File: src/rtl/full_sub.sv
// rtl/full_sub.sv - one-bit full subtractor cell, purely combinational
module full_sub (
   input  logic a,
   input  logic b,
   input  logic bin,
   output logic d,
   output logic bout
);

   always_comb begin
      d    = a ^ b ^ bin;
      bout = (~a & b) | (~(a ^ b) & bin);
   end

endmodule

File: src/rtl/ripple_sub.sv
// rtl/ripple_sub.sv - WIDTH-bit ripple-borrow subtractor, s = a - b - c, registered result and borrow-out
module ripple_sub #(
   parameter int WIDTH = 4
) (
   input  logic             clk,
   input  logic             rst,
   input  logic [WIDTH-1:0] a,
   input  logic [WIDTH-1:0] b,
   input  logic             c,
   output logic [WIDTH-1:0] s,
   output logic             cout
);

   logic [WIDTH:0]   bw;
   logic [WIDTH-1:0] d;
   logic [WIDTH-1:0] s_d;
   logic [WIDTH-1:0] s_q;
   logic             cout_d;
   logic             cout_q;

   assign bw[0] = c;

   // Borrow ripples LSB to MSB through one cell per bit.
   for (genvar i = 0; i < WIDTH; i++) begin : g_cell
      full_sub u_cell (
         .a    (a[i]),
         .b    (b[i]),
         .bin  (bw[i]),
         .d    (d[i]),
         .bout (bw[i+1])
      );
   end

   always_comb begin
      s_d    = d;
      cout_d = bw[WIDTH];
   end

   always_ff @(posedge clk) begin
      if (rst) begin
         s_q    <= '0;
         cout_q <= 1'b0;
      end else begin
         s_q    <= s_d;
         cout_q <= cout_d;
      end
   end

   assign s    = s_q;
   assign cout = cout_q;

endmodule

File: config.mk
export PLATFORM = sky130hd
export DESIGN_NAME = ripple_sub
export DESIGN_NICKNAME = d
export VERILOG_FILES = /design/src/rtl/full_sub.sv /design/src/rtl/ripple_sub.sv
export SDC_FILE = /design/constraint.sdc
export NUM_CORES = 1
export LEC_CHECK = 0
export ABC_AREA = 1
export CORE_AREA = 2 2 39 41
export CTS_BUF_LIST = sky130_fd_sc_hd__clkbuf_4 sky130_fd_sc_hd__clkbuf_8
export DETAILED_ROUTE_END_ITERATION = 7
export DIE_AREA = 0 0 41 43
export GPL_TIMING_DRIVEN = 0
export PLACE_DENSITY = 0.56
export SYNTH_ARGS = -nofsm -noshare
export SYNTH_HDL_FRONTEND = slang
export SYNTH_SLANG_ARGS = --single-unit
File: constraint.sdc
create_clock -name clk -period 2.9 [get_ports clk]
set_clock_uncertainty 0.15 [all_clocks]
set_input_delay 0.29 -clock clk [delete_from_list [all_inputs] [get_ports clk]]
set_output_delay 0.29 -clock clk [all_outputs]
set_load 0.03 [all_outputs]
Word level (Yosys, flattened, before mapping)
Index checks and enable logic that the tools add are counted.
{"block": "totals", "in_bits": 11, "register_bits": 5, "wordCells": 30}
{"block": "op_classes", "bitwise_logic": 28}
{"operator": "1-bit bitwise AND", "count": 8}
{"operator": "1-bit NOT", "count": 8}
{"operator": "1-bit XOR", "count": 8}
{"operator": "1-bit OR", "count": 4}

Longest topological paths before layout
{"block": "logic_depth", "word_depth": 10, "mapped_depth": 9, "ltp_nobuf": 9}

Cells and area by module
A second synthesis with hierarchy kept.
{"block": "hier_totals", "hier_cells": 31, "hier_area_um2": 262.8}
{"module": "ripple_sub", "cells_each": 15, "n_inst": 1, "area_each_um2": 137.6, "seq_area_each_um2": 100.1}
{"module": "full_sub", "cells_each": 4, "n_inst": 4, "area_each_um2": 31.3, "seq_area_each_um2": 0.0}

Least setup slack after synthesis
No wires, ideal clock.
{"block": "synth_path", "path_kind": "input to register", "from": "in b[0]", "to": "reg s_q[3], in the netlist s[3]", "cell_stages": 9, "arrival_time_ns": 1.807, "required_time_ns": 2.641, "slack_ns": 0.834, "cell_sequence": "inv_1 > fa_1 > inv_1 > fa_1 > fa_1 > inv_1 > fa_1 > inv_1 > nor2_1"}
{"block": "synth_via", "elab_chain_len": 9, "elab_cells_between_ends": 10}
{"item": "start, declared", "line": "ripple_sub.sv:8", "text": "input logic [WIDTH-1:0] b,"}
{"item": "1-bit XOR", "line": "full_sub.sv:12", "text": "bout = (~a & b) | (~(a ^ b) & bin);"}
{"item": "1-bit NOT", "line": "full_sub.sv:12"}
{"item": "1-bit bitwise AND", "line": "full_sub.sv:12"}
{"item": "1-bit OR *", "line": "full_sub.sv:12"}
{"item": "1-bit bitwise AND *", "line": "full_sub.sv:12"}
{"item": "1-bit OR *", "line": "full_sub.sv:12"}
{"item": "1-bit bitwise AND *", "line": "full_sub.sv:12"}
{"item": "1-bit OR *", "line": "full_sub.sv:12"}
{"item": "1-bit XOR *", "line": "full_sub.sv:11", "text": "d = a ^ b ^ bin;"}
{"item": "via g_cell[3].u_cell.d", "line": "full_sub.sv:6", "text": "output logic d,"}
{"item": "end signal, assigned", "line": "ripple_sub.sv:41", "text": "s_q <= '0;"}
{"item": "end signal, assigned", "line": "ripple_sub.sv:44", "text": "s_q <= s_d;"}
{"item": "end, declared", "line": "ripple_sub.sv:17", "text": "logic [WIDTH-1:0] s_q;"}
The timed path passes the listed nets; every way through them passes the cells marked *.
A chain may end at the register's enable or synchronous reset.

Final worst setup path
{"block": "layout_path", "from": "in a[0]", "to": "reg s_q[3], in the netlist s[3]"}
{"block": "layout_via", "elab_chain_len": 9, "elab_cells_between_ends": 11}
{"item": "start, declared", "line": "ripple_sub.sv:7", "text": "input logic [WIDTH-1:0] a,"}
{"item": "1-bit XOR", "line": "full_sub.sv:12"}
{"item": "1-bit NOT", "line": "full_sub.sv:12"}
{"item": "1-bit bitwise AND", "line": "full_sub.sv:12"}
{"item": "1-bit OR *", "line": "full_sub.sv:12"}
{"item": "1-bit bitwise AND *", "line": "full_sub.sv:12"}
{"item": "1-bit OR *", "line": "full_sub.sv:12"}
{"item": "1-bit bitwise AND *", "line": "full_sub.sv:12"}
{"item": "1-bit OR *", "line": "full_sub.sv:12"}
{"item": "1-bit XOR *", "line": "full_sub.sv:11"}
{"item": "via g_cell[3].u_cell.d", "line": "full_sub.sv:6"}
Marked as above.

==> out/metrics.csv <==
stage,metric,value,unit
status,run status,"finished, final reports clean",
power,total design power,0.228,mW
power,sequential fraction of design power,34.5,%
grt,wire length of the first global-routing pass,545,um
clock_network,number of hold-repair buffers added at the cts stage,0,
clock_network,number of gates resized after CTS,0,
timing,final number of setup-violating endpoints,0,
critical_path,cell with the largest stage delay on the worst path,sky130_fd_sc_hd__clkdlybuf4s50_1,
clock_network,number of buffers on the longest clock path,2,
route,DRC,0,
floorplanning,initial standard-cell utilization of the core,16.8,%
power,share of total power in combinational logic,27.6,%
clock_network,cts bufs inserted,3,
critical_path,CP startpoint,a[0],
grt,GR Overflow Total,0,
grt,maximum number of pins on one net before global-route repair,6,
place,count of input and output buffers,15,
clock_network,sink count of the clock tree,5,
critical_path,kind of end point of the critical path,flip-flop,
run,Max-cap violations,0,
timing,achievable frequency,429,MHz
timing,"Hold Vio Cnt, Final",0,
place,last weighted congestion value of the routability-driven placer,0.564,
timing,worst slew margin relative to its limit,79.8,%
route,total via count in the routed design,181,
critical_path,peak fanout along the critical path,1,
route,TritonRoute pass-1 iters,1,
synth,Post-Syn Area,233,sq um
power,Int Pwr,0.170,mW
grt,via count of the first global-routing pass,179,
synth,synth warn,0,
grt,all-layer global routing usage,5.16,%
floorplanning,count of boundary I/O pins,16,
final_layout,Final Instance Count excl. Fillers,58,
critical_path,required time of the critical path,2870,ps
clock_network,Root Driver,sky130_fd_sc_hd__clkbuf_4,
critical_path,crit path buf inv count,4,
critical_path,arrival time worst endpoint,2310,ps
final_layout,layout cells sized above 1,9.52,%
floorplanning,total core area,1380,sq um
synth,Yosys top cell by area,sky130_fd_sc_hd__dfxtp_1,
timing,RSZ-0062 raised after global routing,false,
synth,mean area per synthesized cell,10.1,sq um
place,placed cell count,54,
critical_path,cell breakdown of the critical path,clkdlybuf4s50_1 -> fa_1 -> inv_1 -> fa_1 -> fa_1 -> inv_1 -> fa_1 -> inv_1 -> nor2_1,
final_layout,net count reported at finish,58,
floorplanning,Die Y,43,um
synth,number of synthesized register bits,5,
timing,least setup slack across all paths after layout,568,ps
power,net load switching power,0.0577,mW
timing,Period minus WS final,2330,ps
route,routed vias/inst,3.12,
power,Net Sw Frac,25.3,%
synth,share of the synthesized area in the top cell type,43.0,%
place,worst slack at placement,307,ps
synth,proportion of synthesized chip area in sequential cells,43.0,%
timing,Worst Hold Slack,518,ps
synth,Post-Syn Nets,38,
power,maximum vdd drop,101,uV
synth,instance count of the mapped netlist,23,
grt,initial antenna violation count,0,
route,residual antenna-violating net count after detailed routing,0,
route,1st-iter DRT viols,0,
timing,total count of max-transition violations in the final report,0,
timing,final setup TNS,0,ps
min_path,Hold/Removal Path Class,input pin to flip-flop,
final_layout,antenna diode count,0,
floorplanning,die extent in x,41,um
min_path,source of the worst hold timing path,rst,
clock_network,Clock transition at path regs,40,ps
floorplanning,number of placement rows,14,
critical_path,number of cells on the critical path,9,
floorplanning,die outline area,1760,sq um
clock_network,CTS tree,yes,
critical_path,cell family with most CP delay,adder cells,
critical_path,Worst path max stage delay,490,ps
power,Power per Cell Area,526,nW/um^2
route,total length of routed wires,360,um
route,mean routed wirelength per cell,6.21,um
final_layout,Layout fillers,164,
place,HPWL after detailed placement,328,um
timing,Worst-Margin Slew,302,ps
clock_network,maximum level of the CTS H-tree,1,
final_layout,P&R area growth vs syn,86.0,%
critical_path,startpoint kind of the worst setup timing path,input pin,
timing,post-route clock period utilization,80.4,%
synth,distinct cell type count after synthesis,4,
power,Lkg Pwr,0.204,nW
critical_path,termination of the worst setup path,s[3]$_SDFF_PP0_,
clock_network,count of buffers added by post-CTS timing repair for setup,0,
power,fraction of power consumed by the clock network,38.0,%
synth,top cells by area in the synthesized netlist,"sky130_fd_sc_hd__dfxtp_1, sky130_fd_sc_hd__fa_1, sky130_fd_sc_hd__inv_1, sky130_fd_sc_hd__nor2_1",
critical_path,Crit path top cell by count,sky130_fd_sc_hd__fa_1,
critical_path,category of the most critical setup path,input pin to flip-flop,
[stage by stage]
stage	utilization, %	instance area, sq um
final	31.3	433
after CTS	31.3	433
after global routing	31.3	433
after global placement	29.1	403
after detailed placement	29.1	403
after floorplan	-	233
[state kept, by name (all words and copies together), names as in the netlist]
register,count
cout,1
s,4
[cells in the mapped netlist]
cell type and count:
sky130_fd_sc_hd__inv_1 9, sky130_fd_sc_hd__fa_1 4, sky130_fd_sc_hd__nor2_1 5, sky130_fd_sc_hd__dfxtp_1 5
[area by class of cell]
| cell class | count | area [sq um] | share of cell area, % |
|---|---|---|---|
| tap | 16 | 20.0 | 4.62 |
| inverter | 9 | 33.8 | 7.80 |
| sequential | 5 | 100 | 23.1 |
| clock buffer | 4 | 30.0 | 6.94 |
| multi-input combinational | 9 | 98.8 | 22.8 |
| timing repair buffer | 15 | 150 | 34.7 |
[placed cells by master (no fill, tap or decap)]
cell,Yosys,routed
sky130_fd_sc_hd__fa_1,4,4
sky130_fd_sc_hd__clkbuf_4,0,4
sky130_fd_sc_hd__clkdlybuf4s50_1,0,15
sky130_fd_sc_hd__inv_1,9,9
sky130_fd_sc_hd__nor2_1,5,5
sky130_fd_sc_hd__dfxtp_1,5,5
[kinds of logic after synthesis]
group	Yosys count	synth area share, %
buffers and inverters	9	14.5
flip-flops	5	43.0
AND/OR/NAND/NOR	5	8.07
adder cells (fa/ha/maj)	4	34.4
[layer usage]
| metal | vias to the layer above | track usage (%) | routed length, um |
|---|---|---|---|
| met5 | - | 0 | 0 |
| met4 | 0 | 10.0 | 0 |
| met3 | 0 | 0 | 27 |
| met2 | 9 | 7.81 | 217 |
| met1 | 75 | 3.63 | 115 |
| li1 | 97 | - | - |
[power by group through the flow]
stage	registers, mW	logic (mW)	clock network [mW]
floorplan	0.0959	0.0149	0
global placement	0.0796	0.0635	0
global route	0.0791	0.0693	0.0922
finish	0.0786	0.0628	0.0865
CTS	0.0787	0.0640	0.0904
detailed placement	0.0800	0.0638	0
[worst min-delay path by stage]
stage,endpoint,slack [ps],cells after the start
4_1_cts,cout$_SDFF_PP0_,520,2
3_3_place_gp,s[2]$_SDFF_PP0_,760,2
5_1_grt,s[1]$_SDFF_PP0_,530,2
6_report,cout$_SDFF_PP0_,520,2
2_1_floorplan,cout$_SDFF_PP0_,210,1
3_5_place_dp,cout$_SDFF_PP0_,770,2
Note: power is estimated with default switching activity, not from simulation.
